[src/rtl/cordic_gain_comp.sv]
// ---------------------------------------------------------------------------
// cordic_gain_comp
// Gain-correction stage at the end of the CORDIC rotation pipeline. Scales the
// raw x/y results by K ~= 0.6072529350 (fixed point, GAIN_FRAC fraction bits)
// and forwards z unchanged, as a two-stage stallable valid/ready pipeline.
//
// Optional feature macro: CORDIC_GAIN_ROUND_EN
//   defined   : round-half-up (toward +inf) before the fractional shift
//   undefined : plain arithmetic-shift truncation (floor)
//
// Ports
//   aclk, aresetn              clock (rising edge), async active-low reset
//   tvalid_data_i/tready_data_i  upstream handshake (tready is combinational)
//   x_i, y_i                   raw CORDIC x/y, signed DATA_WIDTH
//   z_i                        residual angle, 32 bits
//   tvalid_data_o/tready_data_o  downstream handshake
//   x_o, y_o                   gain-corrected x/y, signed DATA_WIDTH
//   z_o                        z_i delayed to line up with x_o/y_o
// ---------------------------------------------------------------------------
module cordic_gain_comp #(
    parameter int unsigned DATA_WIDTH = 16,
    parameter int unsigned GAIN_FRAC  = 16
) (
    input  logic                  aclk,
    input  logic                  aresetn,
    input  logic                  tvalid_data_i,
    output logic                  tready_data_i,
    input  logic [DATA_WIDTH-1:0] x_i,
    input  logic [DATA_WIDTH-1:0] y_i,
    input  logic [31:0]           z_i,
    output logic                  tvalid_data_o,
    input  logic                  tready_data_o,
    output logic [DATA_WIDTH-1:0] x_o,
    output logic [DATA_WIDTH-1:0] y_o,
    output logic [31:0]           z_o
);

    localparam int unsigned PW    = DATA_WIDTH + GAIN_FRAC + 1;
    localparam int unsigned EXT_W = PW - DATA_WIDTH;
    localparam real         K_REAL = 0.6072529350;
    localparam real         SCALE  = real'(64'd1 << GAIN_FRAC);

    // K_Q = round(K * 2^GAIN_FRAC); positive, so the top bit of the signed form is 0
    localparam logic signed [PW-1:0] K_Q = PW'($rtoi(K_REAL * SCALE + 0.5));

`ifdef CORDIC_GAIN_ROUND_EN
    localparam logic signed [PW-1:0] RND = PW'(1) << (GAIN_FRAC - 1);
`else
    localparam logic signed [PW-1:0] RND = '0;
`endif

    logic                  r_v1;
    logic                  r_v2;
    logic signed [PW-1:0]  r_px;
    logic signed [PW-1:0]  r_py;
    logic [31:0]           r_z1;
    logic [DATA_WIDTH-1:0] r_x2;
    logic [DATA_WIDTH-1:0] r_y2;
    logic [31:0]           r_z2;

    logic                  w_en1;
    logic                  w_en2;
    logic signed [PW-1:0]  w_px;
    logic signed [PW-1:0]  w_py;

    // Stage enables: a stage advances when it is empty or the stage after it advances
    assign w_en2         = !r_v2 || tready_data_o;
    assign w_en1         = !r_v1 || w_en2;
    assign tready_data_i = w_en1;

    // Sign-extend inputs to the full product width before multiplying by K_Q
    assign w_px = $signed({{EXT_W{x_i[DATA_WIDTH-1]}}, x_i}) * K_Q;
    assign w_py = $signed({{EXT_W{y_i[DATA_WIDTH-1]}}, y_i}) * K_Q;

    // Stage 1: full-precision products and z
    always_ff @(posedge aclk or negedge aresetn) begin
        if (!aresetn) begin
            r_v1 <= 1'b0;
            r_px <= '0;
            r_py <= '0;
            r_z1 <= '0;
        end else if (w_en1) begin
            r_v1 <= tvalid_data_i;
            r_px <= w_px;
            r_py <= w_py;
            r_z1 <= z_i;
        end
    end

    // Stage 2: optional rounding offset, drop fraction bits, truncate (|K| < 1, no overflow)
    always_ff @(posedge aclk or negedge aresetn) begin
        if (!aresetn) begin
            r_v2 <= 1'b0;
            r_x2 <= '0;
            r_y2 <= '0;
            r_z2 <= '0;
        end else if (w_en2) begin
            r_v2 <= r_v1;
            r_x2 <= DATA_WIDTH'((r_px + RND) >>> GAIN_FRAC);
            r_y2 <= DATA_WIDTH'((r_py + RND) >>> GAIN_FRAC);
            r_z2 <= r_z1;
        end
    end

    assign tvalid_data_o = r_v2;
    assign x_o           = r_x2;
    assign y_o           = r_y2;
    assign z_o           = r_z2;

endmodule

[config.mk]
export PLATFORM = sky130hd
export DESIGN_NAME = cordic_gain_comp
export DESIGN_NICKNAME = d
export VERILOG_FILES = /design/src/rtl/cordic_gain_comp.sv
export SDC_FILE = /design/constraint.sdc
export NUM_CORES = 1
export LEC_CHECK = 0
export BUFFER_PORTS_ARGS = -buffer_cell sky130_fd_sc_hd__buf_2
export CAP_MARGIN = 20
export CORE_MARGIN = 3
export CORE_UTILIZATION = 50
export CTS_CLUSTER_SIZE = 16
export DETAILED_ROUTE_END_ITERATION = 10
export MAX_ROUTING_LAYER = met4
export PLACE_DENSITY = 0.83
export REMOVE_ABC_BUFFERS = 1
export SLEW_MARGIN = 10
export SYNTH_ARGS = -nofsm -noshare
export SYNTH_HDL_FRONTEND = slang
export SYNTH_SLANG_ARGS = --single-unit
export TNS_END_PERCENT = 1
[constraint.sdc]
create_clock -name aclk -period 1.4 [get_ports aclk]
set_input_delay 0.14 -clock aclk [delete_from_list [all_inputs] [get_ports aclk]]
set_output_delay 0.14 -clock aclk [all_outputs]
set_load 0.005 [all_outputs]
== Word-level counts from Yosys, hierarchy flattened ==
Index checks and enable logic that the tools add are counted.
W data, S select, Z words.

* $mul: 2
* Reductions and logical operators: 4

{| class="wikitable"
|+ Operators with widths
! operator !! count
|-
| $mul A16 B17 Y32 const B || 2
|-
| $logic_not A1 Y1 || 2
|-
| $logic_or A1 B1 Y1 || 2
|}

* Input bits: 68
* Logic and storage cells: 14
* Output and inout port bits: 66
* Flip-flop bits (word level): 162

== Logic depth before layout (Yosys ltp) ==
* Depth in word-level cells: 3
* Mapped depth: 20
* Gate-level depth less buffers: 20

== Least setup slack after synthesis ==
No wires, ideal clock.

* Kind: input to register
* Start point: input port x_i[4]
* End point: register r_px[29]
* Stages on the path: 18
* Arrival: 4.884 ns
* Library setup time: 0.139 ns
* Setup slack: -3.623 ns
* Data required time: 1.261 ns
* Buffers on the path: 0
* Cells stage by stage: fa_1 fa_1 fa_1 inv_1 fa_1 inv_1 fa_1 inv_1 fa_1 inv_1 ha_1 a21oi_1 a21oi_1 o311ai_1 a21oi_1 o31ai_1 xor2_1 a21oi_1

* Cells in the longest elaborated chain, start to end: 1

{| class="wikitable"
|+ Ends and longest elaborated chain
! element !! RTL line !! source
|-
| start, declared || 28 || <nowiki>input logic [DATA_WIDTH-1:0] x_i,</nowiki>
|-
| $mul A16 B17 Y32 || 72 || <nowiki>assign w_px = $signed({{EXT_W{x_i[DATA_WIDTH-1]}}, x_i}) * K_Q;</nowiki>
|-
| end signal, assigned || 84 || <nowiki>r_px <= w_px;</nowiki>
|-
| end, declared || 54 || <nowiki>logic signed [PW-1:0] r_px;</nowiki>
|}

Every way passes these cells.
A chain may end at the register's enable or synchronous reset.

== Worst setup path after layout ==
* Start point: input port y_i[7]
* End point: register r_py[30]

* Cells in the longest elaborated chain, start to end: 1

{| class="wikitable"
|+ Ends and longest elaborated chain
! element !! RTL line !! source
|-
| start, declared || 29 || <nowiki>input logic [DATA_WIDTH-1:0] y_i,</nowiki>
|-
| $mul A16 B17 Y32 || 73 || <nowiki>assign w_py = $signed({{EXT_W{y_i[DATA_WIDTH-1]}}, y_i}) * K_Q;</nowiki>
|-
| end signal, assigned || 85 || <nowiki>r_py <= w_py;</nowiki>
|-
| end, declared || 55 || <nowiki>logic signed [PW-1:0] r_py;</nowiki>
|}

Every way passes these cells.

==> reports/results.md <==
### Run status
• **status** finished, violations left
• **violations in the final reports** negative setup slack

### Routing
• **Top Metal Used** met4
• **detailed route wirelength on metal3** 1640 um
• **post-DR wirelength/cell** 16.2 um
• **post-detailed-route count of antenna-violating nets** 0
• **total via count in the routed design** 11900
• **drt initial violations** 579
• **total wirelength of the detailed-routed design** 37800 um
• **WL met1** 15000 um
• **post-route DRC violation count** 0
• **vias per cell** 5.13
• **first-pass detailed-route iteration total** 5
• **met2 routed WL** 19800 um

### Worst setup path
• **Setup Crit Path Kind** primary input to flip-flop
• **worst-case register-to-register setup slack** 0.04 ns
• **largest fanout of any net on the critical path** 5
• **destination of the worst register-to-register timing path** r_py[29]
• **Arr. time, crit path** 5.03 ns
• **Critical Path End Type** flip-flop
• **data required time at the worst endpoint** 1.70 ns
• **FF-to-FF Start** tvalid_data_o
• **startpoint class of the critical path** primary input
• **Worst Reg2Reg Path Length in Cells** 6

### Synthesis
• **area share of the leading cell type in the synthesized netlist** 26.3%
• **flop and latch count out of synthesis** 130
• **async set-or-reset flop fraction in the synthesized netlist** 100%
• **number of enable-type register cells in the synthesized netlist** 0
• **cell area after synthesis** 14600 sq um
• **most common cell in the synthesized netlist** sky130_fd_sc_hd__nand2_1
• **top post-synthesis cells by count** sky130_fd_sc_hd__nand2_1 (318), sky130_fd_sc_hd__inv_1 (307), sky130_fd_sc_hd__ha_1 (248), sky130_fd_sc_hd__fa_1 (192), sky130_fd_sc_hd__dfrtp_1 (130)
• **number of distinct library cell variants in the gate-level netlist after synthesis** 63
• **average instance area after synthesis** 9.51 sq um
• **top cells by area, synth** sky130_fd_sc_hd__fa_1 (26%), sky130_fd_sc_hd__dfrtp_1 (22%), sky130_fd_sc_hd__ha_1 (21%)
• **flip-flop cell with the highest count after synthesis** sky130_fd_sc_hd__dfrtp_1
• **cells after synthesis** 1537
• **sequential area share after synthesis** 22.2%
• **number of warnings reported in the yosys synthesis log** 0
• **leading area contributor after synthesis** sky130_fd_sc_hd__fa_1

### Die
• **core area** 28300 sq um
• **vertical extent of the die** 177 um
• **overall die area** 31300 sq um
• **number of rows in the core area** 61
• **width of the chip** 177 um
• **number of ports placed on the die boundary** 134
• **effective utilization at floorplan** 51.6%

### Global routing
• **initial antenna violation count** 0
• **via count of the first global-routing pass** 13300
• **global-route usage over all layers** 25.7%
• **pin count of the biggest net entering global routing** 43
• **first-pass GRT wire length** 63100 um
• **overflow left after global routing** 0

### Timing
• **RSZ-0062 raised after global routing** yes
• **skew final** 0.0101 ns
• **Slew @ Worst Pin** 0.424 ns
• **final worst-path setup slack** -3.32 ns
• **Tcrit/Tclk final** 337%
• **number of max-slew violations in the final report** 0
• **number of hold violations in the final report** 0
• **setup-violating endpoint count in the final report** 33
• **tightest slew margin relative to the limit** 71.7%
• **post-layout min period** 4.72 ns
• **highest attainable clock frequency** 0.212 GHz

### Clock tree
• **source-to-sink clock delay at the later pin of the worst-skew pair** 0.42 ns
• **TritonCTS clock tree** done
• **Clock Tree Root** sky130_fd_sc_hd__clkbuf_16
• **number of buffers added by the clock tree synthesis step** 17
• **maximum level of the CTS H-tree** 4
• **buffer depth of the longest clock path** 2
• **clock transition at the register clock pins on the worst setup and hold paths after CTS** 0.06 ns
• **Sink Count** 130

### Placement
• **Setup Slack @ Placement** -4.00 ns
• **number of port buffers** 133
• **Final GP Congestion** 0.955
• **dpl hpwl** 29900 um
• **number of instances in the placed design** 2257

### Finish
• **nets@finish** 2442
• **antenna diode count** 0
• **layout overhead on the synthesized area** 30.7%
• **final core area utilization** 67.5%
• **layout cell share with drive strength beyond 1** 26.5%
• **number of fillers in the final layout** 2013
• **non-filler instance count after layout** 2324

### Worst hold path
• **Hold Crit Class** primary input to asynchronous set/reset pin

### Flow run
• **max-cap viol count** 0

==> what timing repair did <==
action                                  4_1_cts  5_1_grt
cloned                                        0        0
hold endpoints to repair                    105        0
endpoints found under the setup margin       46       62
setup buffers                                 2        0
gates resized for setup                      96       33
hold buffers                                 34        0
pin swaps                                    65       31
==> area by class of cell <==
| type | instances | area (sq um) | share of cell area [%] |
|---|---|---|---|
| inverters | 307 | 1160 | 6.05 |
| flip-flops and latches | 130 | 3250 | 17.0 |
| multi-input cells | 1067 | 10700 | 56.1 |
| clock inverters | 11 | 82.6 | 0.432 |
| repair buffers | 411 | 2980 | 15.6 |
| clock buffers | 20 | 457 | 2.39 |
| well taps | 378 | 473 | 2.47 |
==> cell usage in the layout (no fill, tap or decap), types with 4 or more instances in the layout <==
cell,count
sky130_fd_sc_hd__buf_4,238
sky130_fd_sc_hd__a21oi_2,7
sky130_fd_sc_hd__clkinvlp_4,5
sky130_fd_sc_hd__fa_1,182
sky130_fd_sc_hd__o211ai_1,4
sky130_fd_sc_hd__buf_2,121
sky130_fd_sc_hd__and3_4,4
sky130_fd_sc_hd__fa_2,10
sky130_fd_sc_hd__xor2_1,12
sky130_fd_sc_hd__and4_1,5
sky130_fd_sc_hd__nand4_1,12
sky130_fd_sc_hd__o21ai_2,5
sky130_fd_sc_hd__nand3_1,11
sky130_fd_sc_hd__nor2_1,48
sky130_fd_sc_hd__inv_1,296
sky130_fd_sc_hd__dlygate4sd3_1,34
sky130_fd_sc_hd__clkbuf_16,17
sky130_fd_sc_hd__buf_12,6
sky130_fd_sc_hd__nand2_1,317
sky130_fd_sc_hd__a211oi_2,4
sky130_fd_sc_hd__a21oi_1,54
sky130_fd_sc_hd__buf_6,9
sky130_fd_sc_hd__xnor2_1,12
sky130_fd_sc_hd__a31oi_1,4
sky130_fd_sc_hd__nor3b_1,4
sky130_fd_sc_hd__ha_4,27
sky130_fd_sc_hd__inv_2,10
sky130_fd_sc_hd__nor3_1,4
sky130_fd_sc_hd__a211oi_1,4
sky130_fd_sc_hd__o21ai_1,5
sky130_fd_sc_hd__o21ai_0,16
sky130_fd_sc_hd__dfrtp_1,130
sky130_fd_sc_hd__a21o_1,23
sky130_fd_sc_hd__o21bai_1,6
sky130_fd_sc_hd__ha_1,219
==> worst max-delay path by stage <==
| stage | to | slack (ns) | start | cells past startpoint |
|---|---|---|---|---|
| finish | r_py[30] | -3.32 | y_i[7] | 19 |
| global route | r_px[23] | -3.46 | x_i[8] | 20 |
| CTS | r_py[28] | -3.22 | y_i[5] | 18 |
| detailed placement | r_px[31] | -4.00 | x_i[5] | 20 |
| global placement | r_py[30] | -3.86 | y_i[4] | 16 |
| floorplan | r_py[28] | -4.09 | tvalid_data_o | 6 |
==> kinds of logic after synthesis <==
kind of cell               share of synthesized area, %
AOI/OAI and AO/OA                                  7.25
DFF                                                22.2
buffers and inverters                              8.73
and+or+nand+nor                                    12.6
adders and majority gates                          47.5
xor gates and xnor gates                           1.56
muxes                                            0.0685
==> state kept, by name, summed over array words and instances, names as in the netlist <==
name	flops
r_px	16
z_o	32
x_o	16
y_o	16
tvalid_data_o	1
r_z1	32
r_v1	1
r_py	16
==> metrics by stage <==
| step | setup TNS [ns] | hold slack (ns) | instance area (sq um) |
|---|---|---|---|
| global placement | -116.89 | 0.0886 | 17600 |
| detailed placement | -120.35 | 0.0945 | 17600 |
| finish | -99.62 | 0.216 | 19100 |
| CTS | -97.80 | 0.203 | 19000 |
| floorplan | -336.24 | -0.156 | 14500 |
| global route | -104.38 | 0.234 | 19100 |
==> worst max-delay path, cell delays in order <==
cell                       delay [ns]
sky130_fd_sc_hd__buf_4           0.15
sky130_fd_sc_hd__ha_4            0.26
sky130_fd_sc_hd__inv_1           0.05
sky130_fd_sc_hd__fa_1            0.55
sky130_fd_sc_hd__inv_1           0.06
sky130_fd_sc_hd__fa_1            0.47
sky130_fd_sc_hd__fa_2            0.49
sky130_fd_sc_hd__fa_1            0.48
sky130_fd_sc_hd__inv_1           0.05
sky130_fd_sc_hd__fa_1            0.50
sky130_fd_sc_hd__inv_2           0.06
sky130_fd_sc_hd__ha_4            0.23
sky130_fd_sc_hd__a21oi_4         0.20
sky130_fd_sc_hd__o211ai_4        0.12
sky130_fd_sc_hd__a211oi_4        0.37
sky130_fd_sc_hd__nor4_4          0.07
sky130_fd_sc_hd__or4_4           0.45
sky130_fd_sc_hd__a211oi_2        0.26
sky130_fd_sc_hd__nor3_2          0.06
==> routing by layer <==
metal / up-vias / global-route usage, %
met4: 0 / 8.81
met1: 5847 / 30.1
met5: - / -
met2: 344 / 45.6
li1: 5636 / -
met3: 105 / 3.52
Power is not shown: default switching activity piles up to over one toggle a cycle in this logic, so the estimate is an artifact.
